### src/rtl/fetch_pkg.sv
// Purpose : shared widths, NOP encoding and the prefetch entry payload for the
//           instruction fetch front-end.
// Contents: INSTR_W / PC_W / FIFO_DEPTH defaults, NOP_INSTR, fetch_entry_t.
package fetch_pkg;

    localparam int unsigned INSTR_W    = 24;
    localparam int unsigned PC_W       = 16;
    localparam int unsigned FIFO_DEPTH = 4;

    localparam logic [INSTR_W-1:0] NOP_INSTR = '0;

    // One prefetched instruction tagged with the PC it was fetched from.
    typedef struct packed {
        logic [PC_W-1:0]    pc;
        logic [INSTR_W-1:0] instr;
    } fetch_entry_t;

endpackage

### src/rtl/fetch_prefetch_unit_if.sv
// Purpose : instruction-memory read bus between the fetch unit and the
//           synchronous instruction memory.
// Signals : imemRdEn  - read strobe (fetch -> memory)
//           imemAddr  - word address (fetch -> memory)
//           imemData  - read data, valid the cycle after imemRdEn (memory -> fetch)
interface fetch_prefetch_unit_if
    import fetch_pkg::*;
#(
    parameter int unsigned pcSize          = PC_W,
    parameter int unsigned instructionSize = INSTR_W
) ();

    logic                       imemRdEn;
    logic [pcSize-1:0]          imemAddr;
    logic [instructionSize-1:0] imemData;

    modport master (output imemRdEn, output imemAddr, input imemData);
    modport slave  (input imemRdEn, input imemAddr, output imemData);

endinterface

### src/rtl/fetch_fifo.sv
// Purpose : synchronous prefetch FIFO of fetch_entry_t; flush beats push/pop.
// Ports   : clk, rst        - clock, synchronous active-high reset
//           flush_i         - empty the FIFO this cycle
//           push_i, data_i  - write one entry
//           pop_i           - drop the head entry
//           head_o          - current head entry (combinational)
//           count_o         - registered occupancy
//           empty_o, full_o - occupancy flags
module fetch_fifo
    import fetch_pkg::*;
#(
    parameter int unsigned DEPTH = FIFO_DEPTH
) (
    input  logic                         clk,
    input  logic                         rst,
    input  logic                         flush_i,
    input  logic                         push_i,
    input  fetch_entry_t                 data_i,
    input  logic                         pop_i,
    output fetch_entry_t                 head_o,
    output logic [$clog2(DEPTH):0]       count_o,
    output logic                         empty_o,
    output logic                         full_o
);

    localparam int unsigned PTR_W = $clog2(DEPTH);
    localparam int unsigned CNT_W = PTR_W + 1;

    fetch_entry_t     mem_q [DEPTH];
    logic [PTR_W-1:0] rd_ptr_q, rd_ptr_d;
    logic [PTR_W-1:0] wr_ptr_q, wr_ptr_d;
    logic [CNT_W-1:0] count_q, count_d;
    logic             do_push, do_pop;

    assign empty_o = (count_q == '0);
    assign full_o  = (count_q == CNT_W'(DEPTH));
    assign count_o = count_q;
    assign head_o  = mem_q[rd_ptr_q];

    assign do_push = push_i && !flush_i;
    assign do_pop  = pop_i && !flush_i && !empty_o;

    // Pointer / occupancy next state; DEPTH is a power of two so pointers wrap naturally.
    always_comb begin
        rd_ptr_d = rd_ptr_q;
        wr_ptr_d = wr_ptr_q;
        count_d  = count_q;
        if (flush_i) begin
            rd_ptr_d = '0;
            wr_ptr_d = '0;
            count_d  = '0;
        end else begin
            if (do_push) wr_ptr_d = wr_ptr_q + PTR_W'(1);
            if (do_pop)  rd_ptr_d = rd_ptr_q + PTR_W'(1);
            case ({do_push, do_pop})
                2'b10:   count_d = count_q + CNT_W'(1);
                2'b01:   count_d = count_q - CNT_W'(1);
                default: count_d = count_q;
            endcase
        end
    end

    always_ff @(posedge clk) begin
        if (rst) begin
            rd_ptr_q <= '0;
            wr_ptr_q <= '0;
            count_q  <= '0;
        end else begin
            rd_ptr_q <= rd_ptr_d;
            wr_ptr_q <= wr_ptr_d;
            count_q  <= count_d;
        end
    end

    // Storage needs no reset: entries are only visible while counted.
    always_ff @(posedge clk) begin
        if (do_push) mem_q[wr_ptr_q] <= data_i;
    end

endmodule

### src/rtl/fetch_prefetch_unit.sv
// Purpose : instruction fetch front-end. Holds the fetch PC, issues one
//           instruction-memory read per cycle into a prefetch FIFO and presents
//           the FIFO head to decode; a redirect flushes and restarts the stream.
// Ports   : clk, rst            - clock, synchronous active-high reset
//           redirectEn/Pc       - PC write from the memory stage
//           stall               - decode cannot accept this cycle
//           imem (master)       - imemRdEn / imemAddr / imemData read bus
//           instrOut, instrPc   - head instruction and its PC (zero when invalid)
//           instrValid          - instrOut is a real instruction
//           fetchActive         - mirrors imemRdEn
module fetch_prefetch_unit
    import fetch_pkg::*;
#(
    parameter int unsigned instructionSize = INSTR_W,
    parameter int unsigned pcSize          = PC_W,
    parameter int unsigned fifoDepth       = FIFO_DEPTH
) (
    input  logic                         clk,
    input  logic                         rst,
    input  logic                         redirectEn,
    input  logic [pcSize-1:0]            redirectPc,
    input  logic                         stall,
    fetch_prefetch_unit_if.master        imem,
    output logic [instructionSize-1:0]   instrOut,
    output logic [pcSize-1:0]            instrPc,
    output logic                         instrValid,
    output logic                         fetchActive
);

    localparam int unsigned CNT_W = $clog2(fifoDepth) + 1;
    localparam int unsigned OCC_W = CNT_W + 1;

    logic [pcSize-1:0] fetch_pc_q, fetch_pc_d;
    logic [pcSize-1:0] issued_pc_q, issued_pc_d;
    logic              inflight_q, inflight_d;
    logic              squash_q, squash_d;

    logic [CNT_W-1:0]  fifo_count;
    logic              fifo_empty, fifo_full;
    fetch_entry_t      fifo_head;
    fetch_entry_t      push_entry;
    logic [OCC_W-1:0]  occupancy_c;
    logic              issue_c, push_c, pop_c;

    // The in-flight read reserves a slot; a same-cycle pop is deliberately not credited.
    assign occupancy_c = OCC_W'(fifo_count) + OCC_W'(inflight_q);
    assign issue_c     = !rst && !redirectEn && (occupancy_c < OCC_W'(fifoDepth));

    assign push_c     = inflight_q && !squash_q && !redirectEn;
    assign push_entry = '{pc: issued_pc_q, instr: imem.imemData};

    assign instrValid = !fifo_empty && !redirectEn;
    assign pop_c      = instrValid && !stall;
    assign instrOut   = instrValid ? fifo_head.instr : NOP_INSTR;
    assign instrPc    = instrValid ? fifo_head.pc : '0;

    assign imem.imemRdEn = issue_c;
    assign imem.imemAddr = fetch_pc_q;
    assign fetchActive   = issue_c;

    // PC / in-flight tracking; redirect overrides issue.
    always_comb begin
        fetch_pc_d  = fetch_pc_q;
        issued_pc_d = issued_pc_q;
        inflight_d  = 1'b0;
        squash_d    = 1'b0;
        if (redirectEn) begin
            fetch_pc_d = redirectPc;
            squash_d   = inflight_q;
        end else if (issue_c) begin
            fetch_pc_d  = fetch_pc_q + pcSize'(1);
            issued_pc_d = fetch_pc_q;
            inflight_d  = 1'b1;
        end
    end

    always_ff @(posedge clk) begin
        if (rst) begin
            fetch_pc_q  <= '0;
            issued_pc_q <= '0;
            inflight_q  <= 1'b0;
            squash_q    <= 1'b0;
        end else begin
            fetch_pc_q  <= fetch_pc_d;
            issued_pc_q <= issued_pc_d;
            inflight_q  <= inflight_d;
            squash_q    <= squash_d;
        end
    end

    fetch_fifo #(.DEPTH(fifoDepth)) u_fifo (
        .clk     (clk),
        .rst     (rst),
        .flush_i (redirectEn),
        .push_i  (push_c),
        .data_i  (push_entry),
        .pop_i   (pop_c),
        .head_o  (fifo_head),
        .count_o (fifo_count),
        .empty_o (fifo_empty),
        .full_o  (fifo_full)
    );

    // The issue throttle must make an overflowing push impossible.
    always_ff @(posedge clk) begin
        if (!rst) assert (!(push_c && fifo_full));
    end

endmodule

### src/flat_wrapper.sv
// flat-port wrapper written by rule: the top's interface ports become plain ports
module fetch_prefetch_unit_flat import fetch_pkg::*;
#(
    parameter int unsigned instructionSize = INSTR_W,
    parameter int unsigned pcSize          = PC_W,
    parameter int unsigned fifoDepth       = FIFO_DEPTH
)
  (clk, rst, redirectEn, redirectPc, stall, instrOut, instrPc, instrValid, fetchActive, imem_imemRdEn, imem_imemAddr, imem_imemData);
  fetch_prefetch_unit_if #(.pcSize(pcSize), .instructionSize(instructionSize)) imem_i ();
  input  logic clk;
  input  logic rst;
  input  logic redirectEn;
  input  logic [pcSize-1:0] redirectPc;
  input  logic stall;
  output logic [instructionSize-1:0] instrOut;
  output logic [pcSize-1:0] instrPc;
  output logic instrValid;
  output logic fetchActive;
  output wire logic [$bits(imem_i.imemRdEn)-1:0] imem_imemRdEn;
  output wire logic [$bits(imem_i.imemAddr)-1:0] imem_imemAddr;
  input wire logic [$bits(imem_i.imemData)-1:0] imem_imemData;
  assign imem_imemRdEn = imem_i.imemRdEn;
  assign imem_imemAddr = imem_i.imemAddr;
  assign imem_i.imemData = imem_imemData;
  fetch_prefetch_unit #(.instructionSize(instructionSize), .pcSize(pcSize), .fifoDepth(fifoDepth)) u_core (.clk(clk), .rst(rst), .redirectEn(redirectEn), .redirectPc(redirectPc), .stall(stall), .imem(imem_i), .instrOut(instrOut), .instrPc(instrPc), .instrValid(instrValid), .fetchActive(fetchActive));
endmodule
### config.mk
export PLATFORM = sky130hd
export DESIGN_NAME = fetch_prefetch_unit_flat
export DESIGN_NICKNAME = d
export VERILOG_FILES = /design/src/rtl/fetch_pkg.sv /design/src/rtl/fetch_prefetch_unit_if.sv /design/src/rtl/fetch_fifo.sv /design/src/rtl/fetch_prefetch_unit.sv /design/src/flat_wrapper.sv
export SDC_FILE = /design/constraint.sdc
export NUM_CORES = 1
export LEC_CHECK = 0
export ABC_AREA = 1
export BUFFER_PORTS_ARGS = -buffer_cell sky130_fd_sc_hd__buf_2
export CAP_MARGIN = 20
export CORE_ASPECT_RATIO = 0.75
export CORE_UTILIZATION = 58
export DETAILED_ROUTE_END_ITERATION = 16
export PLACE_DENSITY = 0.84
export SYNTH_ARGS = -nofsm -noshare
export SYNTH_HDL_FRONTEND = slang
export SYNTH_SLANG_ARGS = --single-unit
### constraint.sdc
create_clock -name clk -period 3.3 [get_ports clk]
set_clock_uncertainty 0.05 [all_clocks]
set_input_delay 0.165 -clock clk [delete_from_list [all_inputs] [get_ports clk]]
set_output_delay 0.165 -clock clk [all_outputs]
set_load 0.03 [all_outputs]
==> results of run 1 <==
stage by stage:
stage	util	cells	setup WS, ps
after floorplan	-	774	497.0
after global placement	0.6466	1019	947.2
after detailed placement	0.6466	1019	883.0
after CTS	0.7220	1092	572.2
after global routing	0.7234	1093	504.3
final	0.7234	1093	607.5
critical path: stages, from the launching register on:
cell	delay, ps
dfxtp_2	330
buf_4	680
nor2_1	140
nor2_1	150
o21ai_0	140
a21oi_1	260
buf_2	250
cell type report:
type / instances / area [sq um] / share of cell area
flip-flops and latches: 203 / 5668 / 0.5641
multi-input cells: 479 / 2305 / 0.2294
repair buffers: 153 / 1018 / 0.1014
clock buffers: 22 / 496.7 / 0.04944
well taps: 175 / 219.0 / 0.02179
inverters: 50 / 190.2 / 0.01893
clock inverters: 11 / 150.1 / 0.01494
Yosys cell counts:
| cell type | n | area share |
|---|---|---|
| buf_2 | 7 | 0.0042 |
| o21ai_1 | 33 | 0.020 |
| nor3b_1 | 1 | 0.00090 |
| nor3_1 | 1 | 0.00060 |
| nand4_1 | 2 | 0.0015 |
| nand2_1 | 51 | 0.023 |
| nor2_8 | 1 | 0.0024 |
| o21ai_0 | 86 | 0.052 |
| nand2_2 | 1 | 0.00075 |
| inv_4 | 1 | 0.00075 |
| buf_6 | 4 | 0.0054 |
| nand2_4 | 1 | 0.0013 |
| edfxtp_1 | 160 | 0.58 |
| a21oi_1 | 73 | 0.044 |
| xor2_1 | 3 | 0.0031 |
| nand3_4 | 1 | 0.0021 |
| clkbuf_1 | 22 | 0.0099 |
| ha_1 | 6 | 0.0090 |
| buf_1 | 5 | 0.0022 |
| inv_2 | 2 | 0.00090 |
| clkbuf_2 | 1 | 0.00060 |
| buf_4 | 2 | 0.0018 |
| a22oi_1 | 2 | 0.0018 |
| nand3_1 | 12 | 0.0072 |
| inv_1 | 47 | 0.021 |
| nor2_4 | 1 | 0.0013 |
| buf_8 | 1 | 0.0018 |
| nand3_2 | 7 | 0.0084 |
| nor2_1 | 190 | 0.085 |
| fa_1 | 1 | 0.0024 |
| o211ai_1 | 1 | 0.00090 |
| a21oi_2 | 5 | 0.0052 |
| dfxtp_1 | 43 | 0.10 |
worst paths after layout:
kind                                      to               from  cells past startpoint  slack (ps)
setup / recovery                  instrPc[5]               flop                      6         610
hold / removal      u_core.imem.imemAddr[10]     redirectPc[10]                      5          20
setup reg to reg  u_core.u_fifo.mem_q[3][20]  u_core.inflight_q                      5        1110
hold reg to reg              u_core.squash_q  u_core.inflight_q                      2         430
cell families (layout without fill, tap and decap cells):
| logic type | Yosys count | count (layout) | synth area share |
|---|---|---|---|
| compound gates | 200 | 200 | 0.1231 |
| fa+ha+maj | 7 | 7 | 0.01139 |
| buf+inv | 92 | 236 | 0.04872 |
| xor+xnor | 3 | 3 | 0.003149 |
| simple gates | 269 | 269 | 0.1349 |
| flops | 203 | 203 | 0.6788 |
where the power goes:
part	total [mW]	internal, mW	switching, mW
registers	2.84	2.80	0.0399
logic	0.280	0.105	0.176
clock network	2.29	1.39	0.907
total	5.42	4.29	1.12
layer usage:
layer,share of wire,global-route usage,vias up
li1,-,-,2915
met1,0.42,0.3458,2901
met2,0.48,0.4400,290
met3,0.071,0.03874,41
met4,0.023,0.08075,0
met5,0,0,-
timing repair:
item	in CTS	in global routing
hold endpoints to repair	114	0
hold buffers	40	0
gates resized for setup	0	0
state kept, by name, summed over array words and instances, names as in the netlist, named ones only:
signal                  flops
u_core.u_fifo.count_o       3
u_core.u_fifo.mem_q       160
u_core.issued_pc_q         16
u_core.u_fifo.wr_ptr_q      2
u_core.imem.imemAddr       16
u_core.squash_q             1
u_core.inflight_q           1
u_core.u_fifo.rd_ptr_q      2
cell usage in the layout, fill, tap and decap left out, types with 2 or more instances in the layout:
cell type / synthesis / routed
a21oi_1: 73 / 73
a21oi_2: 5 / 5
a22oi_1: 2 / 2
buf_12: 0 / 2
buf_2: 7 / 102
buf_4: 2 / 9
bufinv_16: 0 / 4
clkbuf_1: 22 / 2
clkbuf_16: 0 / 19
clkinv_1: 0 / 4
clkinv_2: 0 / 2
dfxtp_1: 43 / 41
dfxtp_2: 0 / 2
dlygate4sd3_1: 0 / 40
edfxtp_1: 160 / 160
ha_1: 6 / 6
inv_1: 47 / 47
inv_2: 2 / 2
nand2_1: 51 / 51
nand3_1: 12 / 12
nand3_2: 7 / 7
nand4_1: 2 / 2
nor2_1: 190 / 186
nor2_4: 1 / 5
o21ai_0: 86 / 86
o21ai_1: 33 / 33
xor2_1: 3 / 3
==> impl_metrics.yaml, run 1 <==
cts:
  cts.clk_slew.worst_paths_ps: 70
  htree_levels: 1
  cts-root-buf: "clkbuf_16"
  cts_max_path_buffers: 3
  numCtsBuffers: 19
  cts_setup_buffers: 0
  cts_tree: "built"
  clock-sinks: 203
  worstSkewPairLatency_ps: 480
sta:
  post-route-min-period_ps: 2692
  holdWs_ps: 16.53
  slew_viol_final: 0
  finalSetupViolCount: 0
  slew_headroom: 0.4012
  setup_tns_ps: 0
  timing.final.hold_violations: 0
  rsz0062_at_grt: "no"
  fmaxAchievable_mhz: 371.4
  post-route-period-util: 0.8159
  tightest_slew_ps: 898.2
route:
  first_pass_iters: 5
  antenna_left: 0
  wl_per_cell_microns: 17.52
  num_vias: 6147
  routed_via_density: 5.624
  drt-initial-drc-count: 556
  drc: 0
  drt_wl_total_microns: 19140
global_route:
  grt_pass1_vias: 5998
  track_usage: 0.2583
  grt_max_degree: 81
  antenna_found_initial: 0
  grt_pass1_wl_microns: 29930
  grt_overflow: 0
floorplanning:
  dieArea_sq_um: 14880
  die_width_microns: 140.5
  die-height_microns: 105.9
  start_util: 0.6010
  rows: 37
  coreArea_sq_um: 13890
  io_pins: 103
cells_and_area:
  antenna_cells: 0
  fillers: 912
  nets: 957
  syn2layout_area_growth_pct: 20.37
  finish.instance_area_sq_um: 10050
  layout-drive-gt1-share: 0.1808
worst_setup_path:
  worst-path-max-fanout: 80
  cp-start-kind: "flop"
  critPathArrivalTime_ps: 2480
  crit_required_ps: 3080
  worstSetupEndpointType: "output port"
  crit_type: "flop to output port"
place:
  io_buffer_count: 102
  placed_area_sq_um: 8980
  gp_congestion: 0.8831
  dp_hpwl_microns: 10770
worst_hold_path:
  min_path_type: "primary input to flop"
synth:
  netlist_instances: 774
  synth_warnings: 0
  avgSynthCellArea_sq_um: 10.78
  ys_types: 33
  syn_area_sq_um: 8347
  ys_ff_latch: 203
  synth_fp_nets: 825
  seq_area_frac_synth: 0.6788
status:
  status: "complete, no violations"
run:
  cap_viol_max_count: 0
power:
  powerDensity_nw_per_um2: 539.1
  finalPower_mw: 5.417
  vdd_drop_max_uv: 387.8
  power_leakage_nw: 3.859
Power figures use the tool's default switching activity.
==> inputs of run 2 (changes only) <==
- CORE_UTILIZATION: 58 -> 52
- PLACE_DENSITY: 0.84 -> 0.79
- clock period: 3.3 -> 2.3 ns (I/O delays scaled with it)
==> run 2 against run 1 <==
Sequential share of layout area is 1.0 points lower. Global-route usage is 3.9 points lower. Cell area is 1.8% higher. Critical path depth stayed put. Clock power is 41% higher. Critical path type unchanged. Critical endpoint is now instrOut[7].
==> impl_metrics.yaml, run 2 (synthesis results as in run 1) <==
worst_setup_path:
  cp_cell_sequence: "buf_4 -> nor2_1 -> nor2_1 -> o21ai_0 -> a21oi_1 -> buf_2"
  cp-start-kind: "flop"
  endpoint: "instrOut[7]"
  crit_buf_inv: 2
  r2r-end: "u_core.u_fifo.count_o[2]"
  crit_required_ps: 2130
  rr_worst_depth: 11
  crit_type: "flop to output port"
  worstSetupEndpointType: "output port"
  rrSetupSlack_ps: 250
  crit_slowest_cell: "dfxtp_2"
  worst-path-max-fanout: 34
  cp_num_cells: 6
  critPathMaxStageDelay_ps: 380
  crit_top_cell: "nor2_1"
  critPathArrivalTime_ps: 2000
  rr_startpoint: "u_core.u_fifo.count_o[2]"
  crit_family: "buffers and inverters"
route:
  drc: 0
  first_pass_iters: 5
  antenna_left: 0
  wl_per_cell_microns: 15.59
  drt-initial-drc-count: 482
  routed_via_density: 5.244
  drt_wl_total_microns: 17650
  num_vias: 5936
place:
  dp.cells: 1054
  placed_area_sq_um: 9117
  io_buffer_count: 102
  gp_congestion: 0.8307
  post-place-ws_ps: 355.5
  dp_hpwl_microns: 10330
global_route:
  grt_util_met3: 0.03566
  grt_pass1_vias: 5703
  grt_pass1_wl_microns: 28380
  grt_overflow: 0
  antenna_found_initial: 0
  grt_max_degree: 47
  track_usage: 0.2189
  busiest_layer: "met2"
  met2_usage: 0.3574
  grt_util_met1: 0.2983
power:
  vdd_drop_max_uv: 537.3
  power_leakage_nw: 3.913
  powerDensity_nw_per_um2: 752.4
floorplanning:
  die_width_microns: 148.3
  io_pins: 103
  start_util: 0.5396
  rows: 39
  coreArea_sq_um: 15470
  dieArea_sq_um: 16570
  die-height_microns: 111.7
sta:
  rsz0062_at_grt: "no"
  timing.final.hold_violations: 0
  tightest_slew_ps: 522.0
  slew_viol_final: 0
  finalSetupViolCount: 0
  timing.final.ws_setup_ps: 138.5
  fmaxAchievable_mhz: 462.6
  slew_headroom: 0.6520
  post-route-min-period_ps: 2162
  post-route-period-util: 0.9398
cells_and_area:
  fillers: 1172
  finish.instance_area_sq_um: 10230
  multiInputGateArea_sq_um: 2308
  max_flop_register: "u_core.u_fifo.mem_q"
  final_cell_mix: "186 x nor2_1, 160 x edfxtp_1, 102 x buf_2, 86 x o21ai_0, 72 x a21oi_1"
  antenna_cells: 0
  seqCellArea_sq_um: 5668
  final_common_cell: "nor2_1"
  layout.cells.non_filler: 1132
  syn2layout_area_growth_pct: 22.59
  nets: 964
  layout-drive-gt1-share: 0.1899
  largest_reg_flops: 160
cts:
  numCtsBuffers: 20
  cts.clk_slew.worst_paths_ps: 60
  cts-root-buf: "clkbuf_16"
  worstSkewPairLatency_ps: 490
  htree_levels: 1
  cts_tree: "built"
  clock-sinks: 203
  cts_max_path_buffers: 3
  cts_setup_buffers: 0
worst_hold_path:
  min_path_type: "primary input to flop"
status:
  status: "complete, no violations"
run:
  cap_viol_max_count: 0
-- run 2: changes by cell type in the layout (fill, tap and decap cells not counted), sizes merged --
cell         previous run  this run
buf                   113       117
bufinv                  4         0
clkbuf                 22        29
clkinv                  6         5
clkinvlp                1         2
dlygate4sd3            40        42
-- run 2: layer usage --
layer | vias up | part of all wire
li1 | 2939 | -
met1 | 2766 | 0.45
met2 | 193 | 0.46
met3 | 38 | 0.058
met4 | 0 | 0.026
met5 | - | 0
-- run 2: worst min path at each step --
| stage | startpoint | endpoint | slack [ps] | depth (start not counted) |
|---|---|---|---|---|
| after floorplan | imem_imemData[0] | u_core.u_fifo.mem_q[0][0] | 160 | 0 |
| after global placement | imem_imemData[20] | u_core.u_fifo.mem_q[0][20] | 280 | 1 |
| after detailed placement | imem_imemData[4] | u_core.u_fifo.mem_q[3][4] | 280 | 1 |
| after CTS | rst | u_core.imem.imemAddr[5] | 10 | 2 |
| after global routing | rst | u_core.imem.imemAddr[13] | 50 | 2 |
| final | rst | u_core.imem.imemAddr[5] | 30 | 2 |
-- run 2: final cells by class --
cell class                      count  area share
Multi-Input combinational cell    479      0.2256
Tap cell                          205     0.02507
Clock inverter                      7    0.004158
Clock buffer                       29     0.06138
Sequential cell                   203      0.5539
Inverter                           50     0.01908
Timing Repair Buffer              159      0.1108
-- run 2: what timing repair did --
item / CTS / global route
gates resized for setup: 1 / 8
setup endpoints to repair: 1 / 10
hold endpoints to repair: 117 / 0
hold buffers: 42 / 0
-- run 2: stage by stage --
step                total power, mW  hold slack (ps)    util  setup TNS [ps]
global route                  7.953            47.54  0.6615               0
finish                        7.699            31.70  0.6615               0
global placement              4.486            278.4  0.5894               0
floorplan                     4.369            163.9       -          -80490
CTS                           7.744            14.66  0.6602               0
detailed placement            4.497            279.7  0.5894               0
-- run 2: where the power goes --
group	internal [mW]	switching [mW]	total, mW
combinational	0.157	0.247	0.404
sequential	4.02	0.0544	4.08
clock	1.91	1.31	3.22
total	6.09	1.61	7.70
-- run 2: worst reg2reg max path: cells and delay by family (launching register included) --
| kind | cells | cell delay [ps] |
|---|---|---|
| fa+ha+maj | 2 | 550 |
| simple gates | 4 | 370 |
| flops | 1 | 350 |
| compound gates | 2 | 320 |
| buf+inv | 2 | 160 |
| xor+xnor | 1 | 150 |
